==> src/rtl/word_rotator_if.sv <==
// word_rotator_if: control inputs and display outputs of the word rotator.
//   EN, DIR, STEP, LOAD, PAT[7:0] : driven by the master (board/testbench)
//   ROT[1:0], CH3..CH0[1:0], TICK  : driven by the slave (word_rotator)
interface word_rotator_if;
  logic       EN;
  logic       DIR;
  logic       STEP;
  logic       LOAD;
  logic [7:0] PAT;
  logic [1:0] ROT;
  logic [1:0] CH3;
  logic [1:0] CH2;
  logic [1:0] CH1;
  logic [1:0] CH0;
  logic       TICK;

  modport master (
    output EN, DIR, STEP, LOAD, PAT,
    input  ROT, CH3, CH2, CH1, CH0, TICK
  );

  modport slave (
    input  EN, DIR, STEP, LOAD, PAT,
    output ROT, CH3, CH2, CH1, CH0, TICK
  );
endinterface

==> src/rtl/word_rotator.sv <==
// word_rotator: rotates a four-character word across HEX3..HEX0.
//   CLOCK_50  : sole clock, rising edge
//   KEY0      : asynchronous active-low reset
//   bus.EN    : 1 = auto-rotate every TICK_DIV cycles, 0 = hold
//   bus.DIR   : 0 = rotate left (ROT+1), 1 = rotate right (ROT-1)
//   bus.STEP  : manual single step on rising edge while paused
//   bus.LOAD  : load PAT into the pattern register, ROT and prescaler cleared
//   bus.PAT   : P3..P0 char codes (00=d, 01=E, 10=1, 11=blank)
//   bus.ROT   : current rotation
//   bus.CH3..CH0 : registered char codes, CHk = P[(k - ROT) mod 4]
//   bus.TICK  : one-cycle pulse following every step
module word_rotator #(
  parameter int unsigned TICK_DIV = 50000000
) (
  input logic          CLOCK_50,
  input logic          KEY0,
  word_rotator_if.slave bus
);

  localparam int unsigned PW = (TICK_DIV > 2) ? $clog2(TICK_DIV) : 1;
  localparam logic [PW-1:0] LAST = PW'(TICK_DIV - 1);
  localparam logic [7:0] RESET_PAT = 8'b00_01_10_11;

  typedef enum logic {PAUSE, RUN} state_t;

  state_t        state_q, state_d;
  logic [PW-1:0] presc_q, presc_d;
  logic [1:0]    rot_q, rot_d;
  logic [7:0]    pat_q, pat_d;
  logic          step_q;
  logic          live_q;
  logic          tick_q, tick_d;
  logic [1:0]    ch_q [4];
  logic [1:0]    ch_d [4];

  logic          auto_fire;
  logic          man_fire;
  logic          fire;
  logic [1:0]    idx;

  // State register. live_q registers reset deassertion so that a manual
  // step cannot be taken in the first cycle after release; the auto path
  // cannot fire then either because the prescaler restarts from zero.
  always_ff @(posedge CLOCK_50 or negedge KEY0) begin
    if (!KEY0) begin
      state_q <= PAUSE;
      presc_q <= '0;
      rot_q   <= '0;
      pat_q   <= RESET_PAT;
      step_q  <= 1'b0;
      live_q  <= 1'b0;
      tick_q  <= 1'b0;
      ch_q[3] <= RESET_PAT[7:6];
      ch_q[2] <= RESET_PAT[5:4];
      ch_q[1] <= RESET_PAT[3:2];
      ch_q[0] <= RESET_PAT[1:0];
    end else begin
      state_q <= state_d;
      presc_q <= presc_d;
      rot_q   <= rot_d;
      pat_q   <= pat_d;
      step_q  <= bus.STEP;
      live_q  <= 1'b1;
      tick_q  <= tick_d;
      for (int unsigned k = 0; k < 4; k++) begin
        ch_q[k] <= ch_d[k];
      end
    end
  end

  always_comb begin
    state_d   = bus.EN ? RUN : PAUSE;
    presc_d   = '0;
    rot_d     = rot_q;
    pat_d     = pat_q;
    auto_fire = 1'b0;
    man_fire  = 1'b0;
    idx       = '0;

    // Prescaler: runs only while staying in RUN; any mode change clears it.
    if (state_d == state_q && state_q == RUN) begin
      if (presc_q == LAST) begin
        auto_fire = 1'b1;
      end else begin
        presc_d = presc_q + PW'(1);
      end
    end

    man_fire = (state_q == PAUSE) && bus.STEP && !step_q && live_q;
    fire     = auto_fire || man_fire;

    if (fire) begin
      rot_d = bus.DIR ? rot_q - 2'd1 : rot_q + 2'd1;
    end

    // LOAD wins over any step taken on the same edge.
    if (bus.LOAD) begin
      pat_d   = bus.PAT;
      rot_d   = '0;
      presc_d = '0;
      fire    = 1'b0;
    end

    tick_d = fire;

    // Characters are computed from the next ROT/pattern so the registered
    // outputs stay coherent with ROT in the same cycle.
    for (int unsigned k = 0; k < 4; k++) begin
      idx     = 2'(k) - rot_d;
      ch_d[k] = pat_d[{idx, 1'b0} +: 2];
    end
  end

  assign bus.ROT  = rot_q;
  assign bus.TICK = tick_q;
  assign bus.CH3  = ch_q[3];
  assign bus.CH2  = ch_q[2];
  assign bus.CH1  = ch_q[1];
  assign bus.CH0  = ch_q[0];

endmodule

==> src/flat_wrapper.sv <==
// flat-port wrapper written by rule: the top's interface ports become plain ports
module word_rotator_flat 
#(
  parameter int unsigned TICK_DIV = 50000000
)
  (CLOCK_50, KEY0, bus_EN, bus_DIR, bus_STEP, bus_LOAD, bus_PAT, bus_ROT, bus_CH3, bus_CH2, bus_CH1, bus_CH0, bus_TICK);
  word_rotator_if bus_i ();
  input logic CLOCK_50;
  input logic KEY0;
  input wire logic [$bits(bus_i.EN)-1:0] bus_EN;
  input wire logic [$bits(bus_i.DIR)-1:0] bus_DIR;
  input wire logic [$bits(bus_i.STEP)-1:0] bus_STEP;
  input wire logic [$bits(bus_i.LOAD)-1:0] bus_LOAD;
  input wire logic [$bits(bus_i.PAT)-1:0] bus_PAT;
  output wire logic [$bits(bus_i.ROT)-1:0] bus_ROT;
  output wire logic [$bits(bus_i.CH3)-1:0] bus_CH3;
  output wire logic [$bits(bus_i.CH2)-1:0] bus_CH2;
  output wire logic [$bits(bus_i.CH1)-1:0] bus_CH1;
  output wire logic [$bits(bus_i.CH0)-1:0] bus_CH0;
  output wire logic [$bits(bus_i.TICK)-1:0] bus_TICK;
  assign bus_i.EN = bus_EN;
  assign bus_i.DIR = bus_DIR;
  assign bus_i.STEP = bus_STEP;
  assign bus_i.LOAD = bus_LOAD;
  assign bus_i.PAT = bus_PAT;
  assign bus_ROT = bus_i.ROT;
  assign bus_CH3 = bus_i.CH3;
  assign bus_CH2 = bus_i.CH2;
  assign bus_CH1 = bus_i.CH1;
  assign bus_CH0 = bus_i.CH0;
  assign bus_TICK = bus_i.TICK;
  word_rotator #(.TICK_DIV(TICK_DIV)) u_core (.CLOCK_50(CLOCK_50), .KEY0(KEY0), .bus(bus_i));
endmodule
==> config.mk <==
export PLATFORM = sky130hd
export DESIGN_NAME = word_rotator_flat
export DESIGN_NICKNAME = d
export VERILOG_FILES = /design/src/rtl/word_rotator_if.sv /design/src/rtl/word_rotator.sv /design/src/flat_wrapper.sv
export SDC_FILE = /design/constraint.sdc
export NUM_CORES = 1
export LEC_CHECK = 0
export CAP_MARGIN = 20
export CORE_MARGIN = 4
export CORE_UTILIZATION = 60
export CTS_BUF_LIST = sky130_fd_sc_hd__clkbuf_8
export DETAILED_ROUTE_END_ITERATION = 7
export DONT_BUFFER_PORTS = 1
export GPL_TIMING_DRIVEN = 0
export PLACE_DENSITY = 0.87
export REMOVE_ABC_BUFFERS = 1
export SYNTH_ARGS = -nofsm -noshare
export SYNTH_HDL_FRONTEND = slang
export SYNTH_SLANG_ARGS = --single-unit
==> constraint.sdc <==
create_clock -name CLOCK_50 -period 4.7 [get_ports CLOCK_50]
set_input_delay 0.235 -clock CLOCK_50 [delete_from_list [all_inputs] [get_ports CLOCK_50]]
set_output_delay 0.235 -clock CLOCK_50 [all_outputs]
set_load 0.005 [all_outputs]
# After elaboration in Yosys (flattened, before gate mapping)
# Index checks and enable logic that the tools add are counted.
# word_totals
elab_cells	42
output_inout_bits	11
reg_bits	48
inputBits	14
# op_classes
shifts	4
eq_ne	2
add_sub_neg	7
bitwise_logic	1
muxes	11
reduce_logical	6
# ops
op	count
26-bit two-way mux	3
8-bit by 4-bit variable part select with 2-bit output	4
26-bit by 1-bit adder with 26-bit output (second input constant)	1
26-bit equality test (second input constant)	1
8-bit two-way mux	1
2-bit two-way mux	3
1-bit logical AND	4
1-bit two-way mux	4
1-bit by 2-bit subtractor with 2-bit output (first input constant)	2
2-bit subtractor (first input constant)	2
2-bit by 1-bit adder with 2-bit output (second input constant)	1
2-bit by 1-bit subtractor with 2-bit output (second input constant)	1
1-bit equality test	1
1-bit logical NOT	1
1-bit logical OR	1
1-bit inverter	1

# Longest topological paths before layout
# Gate-level depths: netlist of run 1.
# logic_depth
depth_word	9
mapped_depth	8

# Worst setup path before layout of run 1
# No wires, ideal clock.
# synth_path
path_type	reg2reg
startpoint	register u_core.presc_q[0]
endpoint	register u_core.ch_q (netlist bit u_core.bus.CH3[0])
setup_slack_ns	2.386
arrival_ns	2.177
stages_incl_launch_ff	9
n_path_buf	0
path_cell_list	dfrtp_1 ha_1 nand2_1 or4_4 o21a_4 nor2_4 mux2i_2 clkinv_2 mux2i_1
# synth_lines
item	line_no	rtl
from (decl)	word_rotator.sv:27	logic [PW-1:0] presc_q, presc_d;
from (signal assigned)	word_rotator.sv:59	presc_q <= presc_d;
to (signal, indexed assignment)	word_rotator.sv:66	ch_q[k] <= ch_d[k];
to (decl)	word_rotator.sv:33	logic [1:0] ch_q [4];

==> results of run 1 <==
kinds of logic (layout without fill, tap and decap cells):
group,count (synthesis),count (layout),synth area share [%]
AOI/OAI and AO/OA,17,17,8.08
xor gates and xnor gates,26,26,10.5
adders and majority gates,1,1,0.531
buffers and inverters,12,21,2.07
DFF,48,48,51.4
muxes,17,17,7.81
other,1,1,0.159
and+or+nand+nor,89,89,19.4
synth_stat cells (all sizes together), types with 4 or more instances:
cell type / instances
mux2: 8
o211ai: 4
xor2: 16
inv: 6
mux2i: 9
nor2: 37
o32ai: 8
nand2: 11
nand4: 7
dfstp: 8
nand2b: 8
nand3: 9
dfrtp: 40
xnor2: 10
stage by stage:
stage | hold slack [ns] | area, sq um | total power [mW] | instances
floorplan | -0.0606 | 2330 | 0.494 | 206
global placement | -0.0593 | 2390 | 0.502 | 254
detailed placement | -0.0593 | 2420 | 0.506 | 255
CTS | 0.0673 | 2620 | 0.867 | 268
global route | 0.0627 | 2620 | 0.895 | 268
finish | 0.0927 | 2620 | 0.857 | 268
worst register-to-register path, stage by stage, from the launching register on:
cell and delay, ns:
dfrtp_1 0.42, ha_1 0.30, nand2_1 0.08, or4_4 0.57, o21a_4 0.27, nor2_4 0.13, mux2i_2 0.35, clkinv_2 0.15
mux2i_1 0.15
state kept, by name, summed over array words and instances, names as in the netlist:
name	flops
u_core.pat_q	8
u_core.bus.CH0	2
u_core.bus.CH2	2
u_core.bus.TICK	1
u_core.live_q	1
u_core.step_q	1
u_core.bus.CH1	2
u_core.bus.CH3	2
u_core.state_q	1
u_core.bus.ROT	2
u_core.presc_q	26
routing by layer:
metal / vias to the layer above / GRT usage [%]
li1: 750 / -
met1: 778 / 25.2
met2: 27 / 28.4
met3: 6 / 5.97
met4: 0 / 6.47
met5: - / 0
power by group:
| group | switching (mW) | internal (mW) | leakage (nW) |
|---|---|---|---|
| clock | 0.136 | 0.210 | 0.0695 |
| sequential | 0.0106 | 0.438 | 0.617 |
| combinational | 0.0336 | 0.0287 | 0.358 |
final cells by class:
type	count	area (sq um)	share of cell area (%)
inverters	7	27.5	1.05
clock inverters	3	63.8	2.44
clock buffers	5	68.8	2.63
multi-input cells	151	1100	42.2
repair buffers	6	82.6	3.15
flip-flops and latches	48	1210	46.3
well taps	48	60.1	2.29
path summary, 6_finish.rpt:
| kind | endpoint | cells past startpoint | from | slack, ns |
|---|---|---|---|---|
| worst min register to register | u_core.presc_q[0]$_DFF_PN0_ | 1 | u_core.presc_q[0]$_DFF_PN0_ | 0.53 |
| worst max register to register | u_core.bus.CH3[1]$_DFF_PN0_ | 8 | u_core.presc_q[0]$_DFF_PN0_ | 2.14 |
| min in group asynchronous | u_core.presc_q[9]$_DFF_PN0_ | 2 | KEY0 | 0.42 |
| worst max-delay path | u_core.bus.CH3[1]$_DFF_PN0_ | 8 | u_core.presc_q[0]$_DFF_PN0_ | 2.14 |
| worst min-delay path | u_core.bus.CH0[0]$_DFF_PN1_ | 2 | bus_LOAD | 0.09 |
| max in group asynchronous | u_core.pat_q[4]$_DFF_PN1_ | 2 | KEY0 | 3.99 |
placed cells by master, fill, tap and decap left out, types with 2 or more instances in the layout:
master and n:
and3_1 2, and4_1 2, bufinv_16 2, clkbuf_8 5, dfrtp_1 40, dfstp_2 8
dlygate4sd3_1 4, inv_1 7, mux2_2 8, mux2i_1 8, nand2_1 11, nand2b_1 8
nand3_1 9, nand4_1 7, nor2_1 36, nor3_1 3, nor4b_1 2, o211ai_1 2
o211ai_2 2, o32ai_1 8, xnor2_1 9, xor2_1 16
==> metrics.csv, run 1 <==
stage,metric,value,unit
yosys,async_reset_ff_share,100,%
sta,fin_crit_sh,54.5,%
floorplan,io_pins,25,
worst_setup_path,critPathMaxFanout,6,
sta,tightest_slew,0.526,ns
cts,cts_setup_buffers,0,
worst_setup_path,crit_path_end_kind,flip-flop,
cts,h-tree-depth,2,
placed_design,io_buffers,0,
sta,hold_viol,0,
grt,grt_max_degree,49,
yosys,synth_top_area_cell,dfrtp_1,
cts,worstSkewPairLatency,0.31,ns
grt,overflow,0,
placed_design,place_hpwl,2860,microns
cts,cts.sinks,48,
worst_setup_path,start_kind,flip-flop,
grt,antenna_found_initial,0,
floorplan,coreArea,3720,sq um
cts,cts_tree,done,
sta,period_minus_slack,2.56,ns
worst_setup_path,cp_top_family,simple AND/OR/NAND/NOR gates,
job,drv_cap,0,
drt,wl_per_cell,15.8,microns
yosys,synth_seq_area_share,51.4,%
cts,cts_buffer_depth,2,
cts,cts_hold_repair.buffers,5,
finish,diodes,0,
min_path,min_path_type,input pin to flip-flop,
floorplan,die_y,70.6,microns
grt,track_usage,18.6,%
worst_setup_path,path_cells,ha_1 -> nand2_1 -> or4_4 -> o21a_4 -> nor2_4 -> mux2i_2 -> clkinv_2 -> mux2i_1,
drt,postRouteAntennaNets,0,
floorplan,die_w,70.6,microns
drt,routed_wirelength,4240,microns
drt,vias,1561,
yosys,ys_ff_latch,48,
yosys,synth.avg_cell_area,11.2,sq um
finish,nets,234,
floorplan,rows,22,
cts,cts_buffers,5,
yosys,ys_warn_count,0,
placed_design,pre_cts_ws,2.21,ns
worst_setup_path,path_buf_inv,1,
drt,drt_iter0_markers,127,
placed_design,gp_congestion,0.788,
sta,slew_viol_final,0,
finish,drive_above_1_share,17.3,%
floorplan,floorplan.initialDensity,63.4,%
power,peakVddDrop,197,uV
drt,drc,0,
floorplan,dieArea,4990,sq um
drt,via_per_inst,5.82,
yosys,syn_area,2350,sq um
sta,setup_tns,0,ns
cts,path_clk_slew,0.09,ns
sta,setup_violations,0,
finish,nFillCells,267,
grt,grt_pass1_vias,1587,
sta,fin_skew,0.0148,ns
yosys,yosysUniqueCellTypes,41,
outcome,outcome,"complete, no violations",
power,p_per_area,328,nW/um^2
finish,postLayoutCoreUtil,70.4,%
yosys,syn_inst,211,
drt,wl_met1,1970,microns
finish,synthToLayoutAreaGrowth,11.2,%
drt,wl_met3,176,microns
sta,setup_slack,2.14,ns
sta,rsz0062_at_grt,no,
worst_setup_path,max_stage_delay,0.57,ns
grt,grt_pass1_wl,7370,microns
sta,max_freq,391,MHz
worst_setup_path,crit_slowest_cell,or4_4,
yosys,synth_enable_flop_cells,0,
yosys,yosysTopAreaCellShare,42.5,%
worst_setup_path,worst_ep_arrival_time,2.73,ns
drt,top_layer_used,met4,
cts,root_buffer,clkbuf_8,
cts,cts_resized,0,
sta,slew_headroom,64.8,%
drt,dr.pass1.iters,4,
worst_setup_path,crit_type,flip-flop to flip-flop,
drt,met2WireLength,2030,microns
worst_setup_path,crit_required,4.87,ns
power,p_leak,1.04,nW
yosys,synth_flop_cell,dfrtp_1,
yosys,synth_area_leaders,"dfrtp_1, dfstp_2, xor2_1, nor2_1, mux2_2",
(Power assumes the default switching activity.)
==> inputs of run 2 (changes only) <==
clock period = 2.4 ns   (was 4.7 ns; I/O delays follow)
==> run 2 against run 1 <==
Effect of this change:
- flip-flop and latch count unchanged
- sequential power up 97%
- global-route usage up 1.5 points
- highest routed layer unchanged
- clock power up 99%
- count of clock-buffer cells in the layout unchanged
- clock skew down 0.0025 ns
- hold slack worse by 0.016 ns
- cell count up 4.9%
- utilization up 5.1 points
==> metrics.csv, run 2 (synthesis gave the netlist of run 1 again) <==
stage,metric,value,unit,change
outcome,outcome,"complete, no violations",,
sta,whs,0.0762,ns,-0.0165 ns
finish,drive_above_1_share,21.9,%,+4.6 points
sta,period_minus_slack,2.34,ns,-0.222 ns
drt,via_per_inst,6.00,,+3.0%
finish,postLayoutCoreUtil,75.6,%,+5.1 points
finish,top_register,u_core.presc_q,,
finish,nFillCells,218,,-18%
sta,hold_viol,0,,unchanged
finish,final_common_cell,dfrtp_1,,
cts,root_buffer,clkbuf_8,,
sta,fin_crit_sh,97.4,%,+43 points
grt,grt_pass1_vias,1675,,+5.5%
grt,gr-usage-met2,31.0,%,+2.6 points
drt,drt_iter0_markers,154,,+21%
job,drv_cap,0,,unchanged
cts,cts_buffer_depth,2,,unchanged
placed_design,gp_congestion,0.788,,unchanged
placed_design,dp_cells,255,,unchanged
drt,drc,0,,unchanged
worst_setup_path,crit_type,flip-flop to flip-flop,,
grt,grt_max_degree,49,,unchanged
floorplan,io_pins,25,,unchanged
worst_setup_path,max_stage_delay,0.57,ns,about the same
worst_setup_path,crit_required,2.58,ns,-2.29 ns
worst_setup_path,crit_slowest_cell,or4_4,,
worst_setup_path,r2r_slack,0.06,ns,-2.08 ns
drt,wl_per_cell,17.7,microns,+12%
worst_setup_path,crit_path_end_kind,flip-flop,,
sta,tightest_slew,0.584,ns,+0.0578 ns
grt,grt_pass1_wl,7910,microns,+7.3%
worst_setup_path,r2r_start,u_core.presc_q[0]$_DFF_PN0_,,
finish,nets,247,,+5.6%
cts,cts_buffers,5,,unchanged
drt,dr.pass1.iters,4,,unchanged
worst_setup_path,r2r_end,u_core.bus.CH3[0]$_DFF_PN0_,,
power,p_leak,1.12,nW,+7.0%
worst_setup_path,worst_ep_arrival_time,2.51,ns,-0.22 ns
min_path,min_path_type,input pin to flip-flop,,
finish,final_cells,281,,+4.9%
cts,path_clk_slew,0.09,ns,about the same
worst_setup_path,critPathMaxFanout,6,,unchanged
power,p_per_area,614,nW/um^2,+88%
grt,overflow,0,,unchanged
grt,gr-usage-met1,26.4,%,+1.2 points
power,finalPower,1.72,mW,+100%
worst_setup_path,path_cells,ha_4 -> nand2_1 -> or4_4 -> o21a_4 -> nor2_4 -> mux2i_4 -> clkinv_2 -> mux2i_1,,
sta,setup_violations,0,,unchanged
grt,track_usage,20.1,%,+1.5 points
finish,largestRegisters,"u_core.presc_q x26, u_core.pat_q x8",,
sta,fin_skew,0.0123,ns,-0.00245 ns
floorplan,die_w,70.6,microns,unchanged
min_path,holdPathStages,2,,unchanged
finish,final_cell_mix,"dfrtp_1, nor2_1, xor2_1",,
cts,cts.sinks,48,,unchanged
cts,cts_tree,done,,
sta,max_freq,428,MHz,+9.5%
floorplan,coreArea,3720,sq um,unchanged
floorplan,rows,22,,unchanged
grt,top_usage_layer,met2,,
floorplan,floorplan.initialDensity,63.4,%,unchanged
drt,routed_wirelength,4960,microns,+17%
grt,grt_use_met3,6.53,%,+0.57 points
finish,diodes,0,,unchanged
drt,postRouteAntennaNets,0,,unchanged
sta,slew_viol_final,0,,unchanged
finish,largest_reg_flops,26,,unchanged
floorplan,dieArea,4990,sq um,unchanged
drt,vias,1686,,+8.0%
grt,antenna_found_initial,0,,unchanged
placed_design,io_buffers,0,,unchanged
floorplan,die_y,70.6,microns,unchanged
worst_setup_path,start_kind,flip-flop,,
placed_design,place_hpwl,2860,microns,unchanged
cts,h-tree-depth,2,,unchanged
worst_setup_path,rr_worst_depth,8,,unchanged
cts,worstSkewPairLatency,0.31,ns,about the same
min_path,hold_end,u_core.bus.CH1[1]$_DFF_PN1_,,
sta,slew_headroom,60.9,%,-3.9 points
min_path,hp-start,bus_LOAD,,
finish,synthToLayoutAreaGrowth,19.2,%,
power,peakVddDrop,516,uV,+160%
[run 2: changes by cell type in the layout (fill, tap and decap cells not counted)]
cell,before,now
ha_4,0,1
o32ai_1,8,2
o32ai_2,0,6
o2111ai_2,0,1
o2111ai_1,1,0
ha_1,1,0
mux2i_2,1,0
buf_4,0,5
dlygate4sd3_1,4,12
mux2i_4,0,1
[run 2: layer usage]
| layer | up-vias | wire length (microns) |
|---|---|---|
| met5 | - | 0 |
| met4 | 0 | 102 |
| met3 | 10 | 299 |
| met2 | 58 | 2480 |
| met1 | 840 | 2080 |
| li1 | 778 | - |
[run 2: critical path: cells and delay by family (launching register included)]
family / cells / cell delay (ns)
and+or+nand+nor: 3 / 0.77
AOI/OAI and AO/OA: 1 / 0.27
muxes: 2 / 0.45
DFF: 1 / 0.41
buffers and inverters: 1 / 0.12
adders and majority gates: 1 / 0.18
[run 2: how the worst max path moves through the flow]
stage / startpoint / slack (ns) / endpoint
4_1_cts: u_core.presc_q[1]$_DFF_PN0_ / 0.01 / u_core.bus.CH3[1]$_DFF_PN0_
2_1_floorplan: u_core.presc_q[8]$_DFF_PN0_ / 0.08 / u_core.presc_q[10]$_DFF_PN0_
6_report: u_core.presc_q[0]$_DFF_PN0_ / 0.06 / u_core.bus.CH3[0]$_DFF_PN0_
3_3_place_gp: u_core.presc_q[7]$_DFF_PN0_ / -0.53 / u_core.presc_q[22]$_DFF_PN0_
5_1_grt: u_core.presc_q[0]$_DFF_PN0_ / -0.02 / u_core.bus.CH3[0]$_DFF_PN0_
3_5_place_dp: u_core.presc_q[0]$_DFF_PN0_ / -0.09 / u_core.bus.CH3[1]$_DFF_PN0_
[run 2: where the power goes]
| part | switching [mW] | internal (mW) |
|---|---|---|
| registers | 0.0246 | 0.858 |
| logic | 0.0832 | 0.0716 |
| clock network | 0.275 | 0.412 |
[run 2: metrics by stage]
| stage | TNS, ns | setup WS, ns | area [sq um] |
|---|---|---|---|
| after floorplan | 0 | 0.0842 | 2330 |
| after global placement | -13.53 | -0.530 | 2390 |
| after detailed placement | -0.196 | -0.0860 | 2420 |
| after CTS | 0 | 0.00980 | 2740 |
| after global routing | -0.0204 | -0.0200 | 2810 |
| final | 0 | 0.0633 | 2810 |
[run 2: final cells by class]
type	instances	area [sq um]	area share, %
multi-input combinational	151	1180	41.9
sequential	48	1210	43.1
clock inverter	3	63.8	2.27
timing repair buffer	19	200	7.13
clock buffer	5	68.8	2.45
inverter	7	27.5	0.980
tap	48	60.1	2.14
[run 2: repair_timing]
action	CTS	global route
pin swaps	1	1
resized for setup	3	7
endpoints found under the hold margin	64	0
hold buffers	13	0
gates cloned	0	0
setup buffers	3	2
endpoints found under the setup margin	9	8
